==> src/rtl/seq_det_event_logger_pkg.sv <==
// -----------------------------------------------------------------------------
// seq_det_event_logger_pkg
//   Shared defaults for the 1001-detector event logger: timestamp width,
//   saturating counter width, FIFO depth and the detector -> logger link width.
//   No ports (package).
// -----------------------------------------------------------------------------
package seq_det_event_logger_pkg;

    localparam int DEF_TS_WIDTH   = 16;
    localparam int DEF_CNT_WIDTH  = 8;
    localparam int DEF_FIFO_DEPTH = 4;

    // The detector drives a single detect line into the logger.
    localparam int DET_WIDTH      = 1;

    // Width needed to represent 0..depth queued entries.
    function automatic int level_width(input int depth);
        return $clog2(depth) + 1;
    endfunction

endpackage

==> src/rtl/seq_det_event_logger_event_fifo.sv <==
// -----------------------------------------------------------------------------
// seq_det_event_logger_event_fifo
//   Circular buffer of timestamps with show-ahead head output.
//   Pointers carry one extra wrap bit so full/empty are told apart without a
//   separate counter; level is simply the pointer difference.
// Ports
//   clk, reset_n   clock, asynchronous active-low reset
//   clear          synchronous flush; overrides push and pop
//   push, din      write din at the tail (caller guarantees room, or a pop)
//   pop            advance the head (caller guarantees non-empty)
//   full, empty    occupancy flags
//   head           entry at the head, 0 while empty
//   level          number of entries queued
// -----------------------------------------------------------------------------
module seq_det_event_logger_event_fifo #(
    parameter int WIDTH = 16,
    parameter int DEPTH = 4
) (
    input  logic                     clk,
    input  logic                     reset_n,
    input  logic                     clear,
    input  logic                     push,
    input  logic                     pop,
    input  logic [WIDTH-1:0]         din,
    output logic                     full,
    output logic                     empty,
    output logic [WIDTH-1:0]         head,
    output logic [$clog2(DEPTH):0]   level
);
    localparam int AW = $clog2(DEPTH);

    logic [AW:0]      wr_ptr;
    logic [AW:0]      rd_ptr;
    logic [WIDTH-1:0] mem [DEPTH];

    always_ff @(posedge clk or negedge reset_n) begin
        if (!reset_n) begin
            wr_ptr <= '0;
            rd_ptr <= '0;
        end else if (clear) begin
            wr_ptr <= '0;
            rd_ptr <= '0;
        end else begin
            if (push) wr_ptr <= wr_ptr + 1'b1;
            if (pop)  rd_ptr <= rd_ptr + 1'b1;
        end
    end

    // Storage needs no reset: head is masked to 0 whenever the pointers say empty.
    always_ff @(posedge clk) begin
        if (push && !clear) mem[wr_ptr[AW-1:0]] <= din;
    end

    assign level = wr_ptr - rd_ptr;
    assign empty = (wr_ptr == rd_ptr);
    assign full  = (level == (AW+1)'(DEPTH));
    assign head  = empty ? '0 : mem[rd_ptr[AW-1:0]];

endmodule

==> src/rtl/seq_det_event_logger.sv <==
// -----------------------------------------------------------------------------
// seq_det_event_logger
//   Consumes the 1001 detector output. Every rising edge of det_in (while
//   enabled) is stamped with a free-running cycle counter and queued; the queue
//   drains over evt_valid/evt_ready. Also keeps a saturating event count and a
//   sticky flag for events lost to a full queue.
// Ports
//   clk, reset_n   clock, asynchronous active-low reset
//   enable         timestamp runs and events are captured while high
//   clear          synchronous clear of ts, queue, count and overflow
//   det_in         detector output y
//   evt_ready      consumer takes the head entry
//   evt_valid      queue non-empty
//   evt_ts         timestamp at the queue head (0 when empty)
//   evt_count      total events seen, including dropped ones, saturating
//   overflow       sticky: an event was dropped on a full queue
//   fifo_level     entries currently queued
// -----------------------------------------------------------------------------
module seq_det_event_logger
    import seq_det_event_logger_pkg::*;
#(
    parameter int TS_WIDTH   = DEF_TS_WIDTH,
    parameter int CNT_WIDTH  = DEF_CNT_WIDTH,
    parameter int FIFO_DEPTH = DEF_FIFO_DEPTH
) (
    input  logic                          clk,
    input  logic                          reset_n,
    input  logic                          enable,
    input  logic                          clear,
    input  logic                          det_in,
    input  logic                          evt_ready,
    output logic                          evt_valid,
    output logic [TS_WIDTH-1:0]           evt_ts,
    output logic [CNT_WIDTH-1:0]          evt_count,
    output logic                          overflow,
    output logic [$clog2(FIFO_DEPTH):0]   fifo_level
);
    logic                det_q;
    logic [TS_WIDTH-1:0] ts;
    logic                evt;
    logic                pop;
    logic                push;
    logic                drop;
    logic                full;
    logic                empty;

    assign evt  = enable & det_in & ~det_q;
    // A clear cycle swallows both the incoming event and any handshake.
    assign pop  = evt_valid & evt_ready & ~clear;
    assign push = evt & (~full | pop) & ~clear;
    assign drop = evt & full & ~pop & ~clear;

    // det_q tracks det_in even while disabled so re-enabling on a held-high
    // line does not look like a fresh edge.
    always_ff @(posedge clk or negedge reset_n) begin
        if (!reset_n) det_q <= 1'b0;
        else          det_q <= det_in;
    end

    always_ff @(posedge clk or negedge reset_n) begin
        if (!reset_n) begin
            ts        <= '0;
            evt_count <= '0;
            overflow  <= 1'b0;
        end else if (clear) begin
            ts        <= '0;
            evt_count <= '0;
            overflow  <= 1'b0;
        end else begin
            if (enable) ts <= ts + 1'b1;
            if (evt && (evt_count != {CNT_WIDTH{1'b1}})) evt_count <= evt_count + 1'b1;
            if (drop) overflow <= 1'b1;
        end
    end

    seq_det_event_logger_event_fifo #(
        .WIDTH (TS_WIDTH),
        .DEPTH (FIFO_DEPTH)
    ) u_fifo (
        .clk     (clk),
        .reset_n (reset_n),
        .clear   (clear),
        .push    (push),
        .pop     (pop),
        .din     (ts),
        .full    (full),
        .empty   (empty),
        .head    (evt_ts),
        .level   (fifo_level)
    );

    assign evt_valid = ~empty;

endmodule

==> config.mk <==
export PLATFORM = sky130hd
export DESIGN_NAME = seq_det_event_logger
export DESIGN_NICKNAME = d
export VERILOG_FILES = /design/src/rtl/seq_det_event_logger_pkg.sv /design/src/rtl/seq_det_event_logger_event_fifo.sv /design/src/rtl/seq_det_event_logger.sv
export SDC_FILE = /design/constraint.sdc
export NUM_CORES = 1
export LEC_CHECK = 0
export CORE_AREA = 2 2 96 98
export DETAILED_ROUTE_END_ITERATION = 10
export DIE_AREA = 0 0 98 100
export PLACE_DENSITY = 0.69
export SLEW_MARGIN = 10
export SYNTH_ARGS = -nofsm -noshare
export SYNTH_HDL_FRONTEND = slang
export SYNTH_SLANG_ARGS = --single-unit
==> constraint.sdc <==
create_clock -name clk -period 3.6 [get_ports clk]
set_input_delay 0.36 -clock clk [delete_from_list [all_inputs] [get_ports clk]]
set_output_delay 0.36 -clock clk [all_outputs]
set_load 0.1 [all_outputs]
* Yosys cells after proc, flatten, opt, wreduce, memory -nomap -nowiden
Memories as Yosys holds them, arrays and structs flattened.
Cells that the tools add are included.
W data, S select, Z words.
** Word-level totals
- Bits in registers :: 32
- RAM bits :: 64
- Output and inout port bits :: 29
- Word-level logic and storage cells :: 51
- Memories :: 1
** Operators by class
- Add/sub/neg operators :: 5
- Eq/ne operators :: 3
- Mux-type cells :: 13
- Bitwise gates (word level) :: 15
- Reductions and logical operators :: 8
** Memory list
- u_fifo.mem :: words 4, width 16, read ports 1, clocked after Yosys merged registers in 0, write ports 1, line seq_det_event_logger_event_fifo.sv:34 : logic [WIDTH-1:0] mem [DEPTH];
** Operators by type and width (number)
- $mux W16 :: 3
- $add A16 B1 Y16 const B :: 1
- $mux W8 :: 2
- $mux W3 :: 4
- $reduce_bool A2 Y1 :: 5
- $and A1 B1 Y1 :: 9
- $add A8 B1 Y8 const B :: 1
- $ne A8 B8 Y1 const B :: 1
- $add A3 B1 Y3 const B :: 2
- $not A1 Y1 :: 5
- $mux W1 :: 4
- $eq A3 B3 Y1 :: 1
- $eq A3 B3 Y1 const B :: 1
- $sub A3 B3 Y3 :: 1
- $logic_and A1 B1 Y1 :: 2
- $logic_not A1 Y1 :: 1
- $or A1 B1 Y1 :: 1

* Depth between registers and ports, before layout
Gate-level depths: netlist (run 1).
- Depth in word-level cells :: 10
- Gate-level depth with buffers :: 8
- Gate-level depth less buffers :: 7

* Hierarchy
Synthesis (run 1) repeated with hierarchy kept, for this count alone.
** Unflattened totals
- Cells, all modules :: 284
- Area total of the unflattened synthesis :: 4272.8 um^2
** Modules (own cells, without submodules)
- seq_det_event_logger_event_fifo :: instances 1, cells each 146, area each 2937.8 um^2, sequential area each 2072.0 um^2
- seq_det_event_logger :: instances 1, cells each 138, area each 1335.0 um^2, sequential area each 650.6 um^2

* Least setup slack after synthesis (run 1)
OpenSTA, ideal clock, no wires.
- Kind :: reg2out
- Start point :: reg u_fifo.rd_ptr[1]
- End point :: out evt_ts[10]
- Arrival time :: 3215 ps
- Required time :: 3240 ps
- Path slack :: 25 ps
- Cell stages (with the launch flop) :: 9
- Path buffers :: 3
- Path through :: dfrtp_1 > clkbuf_1 > clkbuf_1 > inv_1 > ha_1 > nand2_1 > nor2_1 > clkbuf_1 > nor2b_1
** Between the ends
- Cells in the longest elaborated chain, start to end :: 2
- Elaborated cells between the ends (all ways) :: 3
- Classes of those cells :: eq/ne: 1; mux: 1; memory: 1
** RTL lines
- from (decl) :: line seq_det_event_logger_event_fifo.sv:33 : logic [AW:0] rd_ptr;
- from (signal assigned) :: line seq_det_event_logger_event_fifo.sv:45 : if (pop) rd_ptr <= rd_ptr + 1'b1;
- $mem_v2 Z4 W16 or $eq A3 B3 Y1 (tied branches)
- $mux W16 * :: line seq_det_event_logger_event_fifo.sv:57 : assign head = empty ? '0 : mem[rd_ptr[AW-1:0]];
- to (decl) :: line seq_det_event_logger.sv:33 : output logic [TS_WIDTH-1:0] evt_ts,
Mark *: on every way between the ends. The rest lies on a longest branch, timed or not.

* Final worst setup path (run 1)
- Start point :: reg u_fifo.wr_ptr[0]
- End point :: mem u_fifo.mem[0][14], enable pin
** Between the ends
- Cells in the longest elaborated chain, start to end :: 10
- Elaborated cells between the ends (all ways) :: 13
- Classes of those cells :: add/sub: 1; eq/ne: 2; mux: 2; bitwise: 7; reduce/logical: 1
** RTL lines
- from (decl) :: line seq_det_event_logger_event_fifo.sv:32 : logic [AW:0] wr_ptr;
- from (signal assigned) :: line seq_det_event_logger_event_fifo.sv:44 : if (push) wr_ptr <= wr_ptr + 1'b1;
- parallel branches: the longest is 10 deep, another holds $sub A3 B3 Y3
- to (decl) :: line seq_det_event_logger_event_fifo.sv:34
Parallel ways; which one is timed is not known.

==> results of run 1 <==
==> flip-flops by register name (all words and copies together) (netlist names) <==
signal         flops
u_fifo.mem        64
ts                16
evt_count          8
u_fifo.rd_ptr      3
u_fifo.wr_ptr      3
det_q              1
overflow           1
==> cell usage after synthesis (2+ instances only) <==
master,n,area (um^2)
a21oi_1,8,40.04
and2_1,6,37.54
and3_1,2,12.51
buf_1,2,7.510
buf_2,2,10.01
clkbuf_1,7,26.28
dfrtp_1,32,800.8
edfxtp_1,64,1922
ha_1,9,112.6
inv_1,8,30.03
mux2_2,2,22.52
mux2i_1,3,30.03
mux4_2,16,360.4
nand2_1,12,45.04
nand3_1,10,50.05
nand4_1,5,31.28
nor2_1,22,82.58
nor2b_1,20,125.1
nor3_1,3,15.01
o21ai_0,7,35.03
o31ai_1,2,15.01
or3_2,3,22.52
or4_1,3,22.52
xnor2_1,7,61.31
xor2_1,10,87.58
==> final cells by class <==
class	count	share of cell area
clock buffer	9	0.02430
clock inverter	7	0.01399
inverter	8	0.005891
multi-input combinational	170	0.2825
sequential	96	0.5341
tap	111	0.02725
timing repair buffer	43	0.1119
==> how the worst max path moves through the flow <==
stage,start,endpoint,cells after the start
CTS,u_fifo.rd_ptr[1],evt_ts[5],8
detailed placement,u_fifo.wr_ptr[0],u_fifo.mem[0][10],8
finish,u_fifo.wr_ptr[0],u_fifo.mem[0][14],8
global placement,u_fifo.wr_ptr[0],u_fifo.mem[1][6],8
global route,u_fifo.wr_ptr[0],u_fifo.mem[0][13],8
floorplan,u_fifo.rd_ptr[1],evt_ts[10],8
==> kinds of logic after synthesis <==
family | after synthesis
flops | 96
mux | 21
xor+xnor | 18
simple gates | 93
buf+inv | 20
compound gates | 28
fa+ha+maj | 10
==> metrics by stage <==
| stage | worst slack [ns] | std cells | hold WS [ns] | instance area (um^2) | total power [mW] |
|---|---|---|---|---|---|
| after global routing | 0.7847 | 444 | 0.4330 | 5097 | 2.550 |
| after global placement | 1.092 | 428 | 0.5095 | 4902 | 1.792 |
| after detailed placement | 0.9937 | 428 | 0.5184 | 4902 | 1.796 |
| after CTS | 0.9543 | 444 | 0.3985 | 5097 | 2.480 |
| after floorplan | 0.02549 | 286 | 0.06441 | 4244 | 1.600 |
| final | 0.9912 | 444 | 0.3971 | 5097 | 2.460 |
==> routing by layer <==
layer / vias up / wire (um)
li1: 1152 / -
met4: 0 / 142
met3: 13 / 216
met5: - / 0
met1: 1177 / 3380
met2: 48 / 3509
==> power groups by stage <==
stage	combinational, mW	sequential (mW)	clock (mW)
after CTS	0.581	1.19	0.707
after detailed placement	0.580	1.22	0
after global placement	0.577	1.22	0
after global routing	0.599	1.19	0.757
final	0.573	1.19	0.695
after floorplan	0.379	1.22	0
==> results.cfg, run 1 <==
[final_layout]
nFillCells = 708
register_area_mm2 = 0.002723
area_growth_pct = 20.11
fin_util = 0.5734
layout-drive-gt1-share = 0.2132
final_cell_mix = edfxtp_1, dfrtp_1, nor2_1
layout.nets = 344
diodes = 0
multi_input_area_mm2 = 0.001440
final_common_cell = edfxtp_1

[global_routing]
grt_pass1_wl_mm = 12.26
use_met3 = 0.02368
grt_max_degree = 36
use_met2 = 0.2698
globalRouteTotalUtil = 0.1622
met1_usage = 0.2152
grt_pass1_vias = 2476
grt-ovfl-total = 0
busiest_layer = met2
antenna_found_initial = 0

[drt]
first_pass_iters = 4
postRouteAntennaNets = 0
drt_iter0_markers = 124
vias_per_cell = 5.383
drcViolationCount = 0
wl_per_cell_um = 16.33
vias = 2390
routed_wl_mm = 7.249

[synth]
avgSynthCellArea_um2 = 14.84
synthMuxAreaShare = 0.09729
synth_cells = 286
ys_seq_elements = 96
yosys.area_share.xor_xnor = 0.04068
synth_ff_type = edfxtp_1
yosys_warnings = 0
synthAdderAreaFrac = 0.03125
seq_area_frac_synth = 0.6415
synth_compound_area_frac = 0.04864
synth-edff-count = 64
ys_types = 46
async_flop_share = 0.3333
synth_top_family_by_area = simple AND/OR/NAND/NOR gates
synth_fp_nets = 302
post_synth_instance_area_mm2 = 0.004244
synth_simple_gate_area_frac = 0.1215

[clocking]
cts_hold_buffers = 0
numCtsBuffers = 9
clk_pin_slew_ns = 0.10
clk_latency_ns = 0.36
numClockSinks = 96
ctsResizeCount = 0
cts_max_path_buffers = 2
cts_setup_buffers = 0
clockRootBuffer = clkbuf_8
cts_tree = built
cts-htree-levels = 3

[critical_path]
crit_chain = inv_1, ha_1, fa_1, xor3_1, and3_1, nor3_1, and2_1, buf_4
required_ns = 3.64
crit_family = simple AND/OR/NAND/NOR gates
ff2ff_path_depth = 8
timing.rr.end = u_fifo.mem[0][14]
startpoint_type = register
cp_slowest_cell = fa_1
path_buf_inv = 2
timing.rr.start = u_fifo.wr_ptr[0]
arrival_ns = 2.65
critical_path_class = reg2reg
r2r_slack_ns = 0.99
max_stage_delay_ns = 0.41
endpoint_kind = register
worst-path-max-fanout = 16

[sta]
max_slew_margin = 0.3484
max_freq_mhz = 383.3
min_period_ns = 2.609
finClkSkew_ns = 0.01402
finalSetupViolations = 0
worstMarginPinSlew_ns = 0.9744
finalSetupTns_ns = 0
drv_slew = 0
rsz0062_at_grt = no
finalCritPeriodShare = 0.7247
hold_violations = 0

[die]
die_height_um = 100
core_area_mm2 = 0.008890
start_util = 0.4774
dieArea_mm2 = 0.009800
placementRows = 35
io-pin-count = 35
die_x_um = 98

[power_and_ir_drop]
seqPwrFrac = 0.484
p_clk_frac = 0.282
combPwrFrac = 0.233
p_sw_frac = 0.3121
p_sw_mw = 0.7677
powerDensity_mw_per_mm2 = 482.6
leakagePower_nw = 1.768
internal-power_mw = 1.692
ir_drop_uv = 207.9

[place]
dp_hpwl_mm = 4.882
place.gp.congestion = 0.7665
portBuffers = 34

[run_status]
status = finished clean

[job]
drv_cap = 0

[min_path]
min_path_type = in2async
Power figures use the tool's default switching activity.
==> run 2, diff against run 1 <==
--- a/config.mk
+++ b/config.mk
@@ -8,7 +8,7 @@
 export CORE_AREA = 2 2 96 98
 export DETAILED_ROUTE_END_ITERATION = 10
 export DIE_AREA = 0 0 98 100
-export PLACE_DENSITY = 0.69
+export PLACE_DENSITY = 0.71
 export SLEW_MARGIN = 10
 export SYNTH_ARGS = -nofsm -noshare
 export SYNTH_HDL_FRONTEND = slang
==> constraint.sdc (replaced) <==
create_clock -name clk -period 2.1 [get_ports clk]
set_input_delay 0.21 -clock clk [delete_from_list [all_inputs] [get_ports clk]]
set_output_delay 0.21 -clock clk [all_outputs]
set_load 0.1 [all_outputs]
==> run 2 against run 1 <==
Effect of this change: the run now ends with negative setup slack left; design area grew 11%; global-route usage up 1.7 points; first-iteration DRC count grew 1.6%; critical path depth shrank 1; critical path type unchanged; largest cell class unchanged.
==> results.cfg, run 2 (same netlist as run 1, synthesis figures left out) <==
[critical_path]
ff2ff_path_depth = 7
arrival_ns = 2.37
startpoint_type = register
required_ns = 2.17
crit_chain = ha_4, fa_2, xor3_4, and3_4, nor3_4, buf_12, and2_4
worst-path-max-fanout = 8
max_stage_delay_ns = 0.43
cp_slowest_cell = dfrtp_1
critical_path_class = reg2reg
endpoint_kind = register

[clocking]
numClockSinks = 96
cts_max_path_buffers = 2
clk_pin_slew_ns = 0.10
clk_latency_ns = 0.36
cts_hold_buffers = 0
numCtsBuffers = 9
clockRootBuffer = clkbuf_8
cts-htree-levels = 3
cts_tree = built

[global_routing]
grt_pass1_wl_mm = 13.60
grt_max_degree = 33
grt_pass1_vias = 2736
grt-ovfl-total = 0
globalRouteTotalUtil = 0.1791
antenna_found_initial = 0

[power_and_ir_drop]
powerDensity_mw_per_mm2 = 790.4
ir_drop_uv = 319.0
leakagePower_nw = 2.057
p_total_mw = 4.461

[sta]
finClkSkew_ns = 0.008631
finalSetupViolations = 82
rsz0062_at_grt = yes
max_slew_margin = 0.7097
finalSetupTns_ns = -13.82
max_freq_mhz = 434.5
min_period_ns = 2.301
fin_ws_ns = -0.2013
hold_violations = 0
drv_slew = 0
finalCritPeriodShare = 1.096
worstMarginPinSlew_ns = 0.4309

[drt]
drcViolationCount = 0
wl_per_cell_um = 17.28
vias = 2642
vias_per_cell = 5.550
postRouteAntennaNets = 0
routed_wl_mm = 8.224
drt_iter0_markers = 126
first_pass_iters = 4

[place]
placed_cell_area_mm2 = 0.005275
place_ws_ns = -0.3330
dp_hpwl_mm = 5.404
portBuffers = 34
place.gp.congestion = 0.8380

[final_layout]
layout-drive-gt1-share = 0.4192
fin_util = 0.6349
largest_reg_flops = 64
diodes = 0
finalInstanceArea_mm2 = 0.005644
layout.nets = 376
final_cell_mix = edfxtp_1, buf_4, dfrtp_1, buf_12, nor2_1
final_common_cell = edfxtp_1
area_growth_pct = 32.99

[die]
io-pin-count = 35
core_area_mm2 = 0.008890
start_util = 0.4774
placementRows = 35
die_height_um = 100
die_x_um = 98
dieArea_mm2 = 0.009800

[job]
drv_cap = 0

[min_path]
min_path_type = in2async

[run_status]
status = complete, but fails checks
violations = negative setup slack
==> run 2: through the flow <==
step	instances	hold slack [ns]
floorplan	286	-0.08559
global placement	443	0.5104
detailed placement	443	0.5286
CTS	472	0.2531
global route	476	0.2887
finish	476	0.2377
==> run 2: what timing repair did <==
action / CTS / global route
buffers inserted: 9 / 11
gates cloned: 4 / 0
pin swaps: 6 / 2
resized for setup: 11 / 4
endpoints found under the setup margin: 84 / 85
==> run 2: metal layers <==
layer  vias up  GRT usage  part of all wire
met3        13    0.02159             0.036
met4         0    0.07479             0.017
met1      1346     0.2324              0.42
li1       1223          -                 -
met5         -          0                 0
met2        60     0.3093              0.53
==> run 2: critical path: cells and delay by family, from the launching register on <==
family / cells / cell delay (ns)
XOR/XNOR: 1 / 0.32
buffers and inverters: 1 / 0.15
flip-flops: 1 / 0.43
adder cells (fa/ha/maj): 2 / 0.51
AND/OR/NAND/NOR: 3 / 0.59
==> run 2: power breakdown <==
part           total [mW]  internal (mW)  switching, mW  leakage (nW)
clock network        1.13          0.455          0.671        0.0940
logic                1.29          0.535          0.756          1.04
registers            2.04           2.03         0.0180         0.926
total                4.46           3.02           1.44          2.06
==> run 2: worst paths after layout <==
kind | startpoint | end | slack (ns)
worst min register to register | overflow | overflow | 0.53
worst max register to register | u_fifo.rd_ptr[0] | u_fifo.mem[1][2] | -0.20
max in group asynchronous | reset_n | evt_count[3] | 1.53
worst max-delay path | u_fifo.rd_ptr[0] | u_fifo.mem[1][2] | -0.20
min in group clk | det_in | det_q | 0.44
worst min-delay path | reset_n | u_fifo.rd_ptr[2] | 0.24
==> run 2: area by class of cell <==
class | instances | area, um^2
clock buffer | 9 | 123.9
clock inverter | 7 | 61.31
fill | 642 | 3246
inverter | 8 | 38.79
multi-input combinational | 174 | 1677
sequential | 96 | 2731
tap | 111 | 138.9
timing repair buffer | 71 | 873.3
==> run 3, diff against run 2 <==
==> constraint.sdc (replaced) <==
create_clock -name clk -period 2.1 [get_ports clk]
set_input_delay 0.42 -clock clk [delete_from_list [all_inputs] [get_ports clk]]
set_output_delay 0.42 -clock clk [all_outputs]
set_load 0.1 [all_outputs]
==> run 3 against run 2 <==
Effect of this change: fmax decreased by 3.4%; utilization is 1.6 points higher; routed wire length is 2.3% higher; die area unchanged; the flow still finishes with violations (negative setup slack); sequential power barely moved; non-clock buffer count increased by 5; count of clock-buffer cells in the layout is the same; global-route usage is 0.14 points higher; largest power group unchanged.
==> results.cfg, run 3 (same netlist as run 1, synthesis figures left out) <==
[die]
start_util = 0.4774
core_area_mm2 = 0.008890
dieArea_mm2 = 0.009800
placementRows = 35
io-pin-count = 35
die_height_um = 100
die_x_um = 98

[power_and_ir_drop]
p_total_mw = 4.701
ir_drop_uv = 449.9
powerDensity_mw_per_mm2 = 812.6
p_sw_frac = 0.3183
leakagePower_nw = 2.106
p_sw_mw = 1.496
internal-power_mw = 3.205
seqPwrFrac = 0.435
p_clk_frac = 0.276
combPwrFrac = 0.289

[global_routing]
grt_pass1_vias = 2644
grt_pass1_wl_mm = 13.69
grt-ovfl-total = 0
antenna_found_initial = 0
grt_max_degree = 33
globalRouteTotalUtil = 0.1805

[sta]
finClkSkew_ns = 0.007864
hold_violations = 0
worstMarginPinSlew_ns = 0.4165
max_slew_margin = 0.7223
finalCritPeriodShare = 1.134
min_period_ns = 2.382
max_freq_mhz = 419.9
drv_slew = 0
finalSetupViolations = 83
fin_ws_ns = -0.2817
rsz0062_at_grt = yes

[clocking]
cts_hold_buffers = 0
clk_pin_slew_ns = 0.10
numClockSinks = 96
cts-htree-levels = 3
clk_latency_ns = 0.36
numCtsBuffers = 9
cts_tree = built
clockRootBuffer = clkbuf_8
cts_max_path_buffers = 2

[final_layout]
finalInstanceArea_mm2 = 0.005786
final_cell_mix = edfxtp_1, buf_4, buf_12
diodes = 0
layout.nets = 378
final_common_cell = edfxtp_1
largest_reg_flops = 64
nFillCells = 613
fin_util = 0.6508
final_cells = 478
layout-drive-gt1-share = 0.4305
area_growth_pct = 36.32

[run_status]
violations = negative setup slack
status = complete, but fails checks

[place]
portBuffers = 34
dp_hpwl_mm = 5.436
place.gp.congestion = 0.7888
dpl.cell_count = 445
placed_cell_area_mm2 = 0.005329

[critical_path]
path_buf_inv = 2
startpoint_type = register
crit_chain = ha_4, fa_2, xor3_4, buf_6, buf_12
crit_family = adder cells
crit_cells = 5
required_ns = 1.68
max_stage_delay_ns = 0.46
critical_path_class = reg2out
endpoint_kind = output port
worst-path-max-fanout = 3
ff2ff_path_depth = 7
cp_slowest_cell = dfrtp_2
arrival_ns = 1.96

[drt]
drt_iter0_markers = 140
postRouteAntennaNets = 0
routed_wl_mm = 8.413
first_pass_iters = 4
wl_per_cell_um = 17.60
vias_per_cell = 5.500
drcViolationCount = 0
vias = 2629

[job]
drv_cap = 0

[min_path]
min_path_type = in2async
run 3: cell types whose count changed in the layout (fill, tap and decap cells not counted), moves of 3 or more:
cell	delta
buf_12	+3
buf_4	-3
and2_4	-3
buf_6	+3
run 3: area by class of cell:
cell class | count | area [um^2] | share of cell area
sequential | 96 | 2734 | 0.4725
multi-input combinational | 171 | 1652 | 0.2855
timing repair buffer | 76 | 997.2 | 0.1724
tap | 111 | 138.9 | 0.02401
clock buffer | 9 | 123.9 | 0.02141
clock inverter | 7 | 97.59 | 0.01687
inverter | 8 | 42.54 | 0.007353
run 3: path summary, 6_finish.rpt:
kind / from / end / slack [ns]
max in group asynchronous: reset_n / evt_count[6] / 1.33
min in group clk: overflow / overflow / 0.54
worst min register to register: overflow / overflow / 0.54
worst max-delay path: u_fifo.rd_ptr[0] / fifo_level[2] / -0.28
worst max register to register: u_fifo.rd_ptr[0] / u_fifo.mem[3][13] / -0.23
worst min-delay path: reset_n / evt_count[7] / 0.45
run 3: per-stage QoR:
stage / hold slack, ns / TNS, ns / worst slack, ns
after floorplan: 0.1244 / -32.45 / -0.4802
after global placement: 0.5098 / -16.02 / -0.2493
after detailed placement: 0.5321 / -18.76 / -0.2797
after CTS: 0.4643 / -16.97 / -0.2868
after global routing: 0.4893 / -24.70 / -0.3374
final: 0.4482 / -17.05 / -0.2817
run 3: what timing repair did:
item	in CTS	in global routing
setup endpoints to repair	83	83
gates resized for setup	15	3
pin swaps	4	3
buffers inserted	8	7
cloned	2	1
run 3: layer usage:
layer | up-vias | global-route usage | share of wire
met5 | - | 0 | 0
met4 | 0 | 0.04487 | 0.0086
met3 | 7 | 0.03134 | 0.045
li1 | 1222 | - | -
met1 | 1335 | 0.2408 | 0.42
met2 | 65 | 0.3124 | 0.53
run 3: power by group through the flow:
stage          Clock (mW)  Sequential [mW]  Combinational (mW)
2_1_floorplan           0             2.09               0.786
3_3_place_gp            0             2.08                1.24
3_5_place_dp            0             2.09                1.25
4_1_cts              1.31             2.05                1.31
5_1_grt              1.39             2.05                1.41
6_report             1.30             2.05                1.36
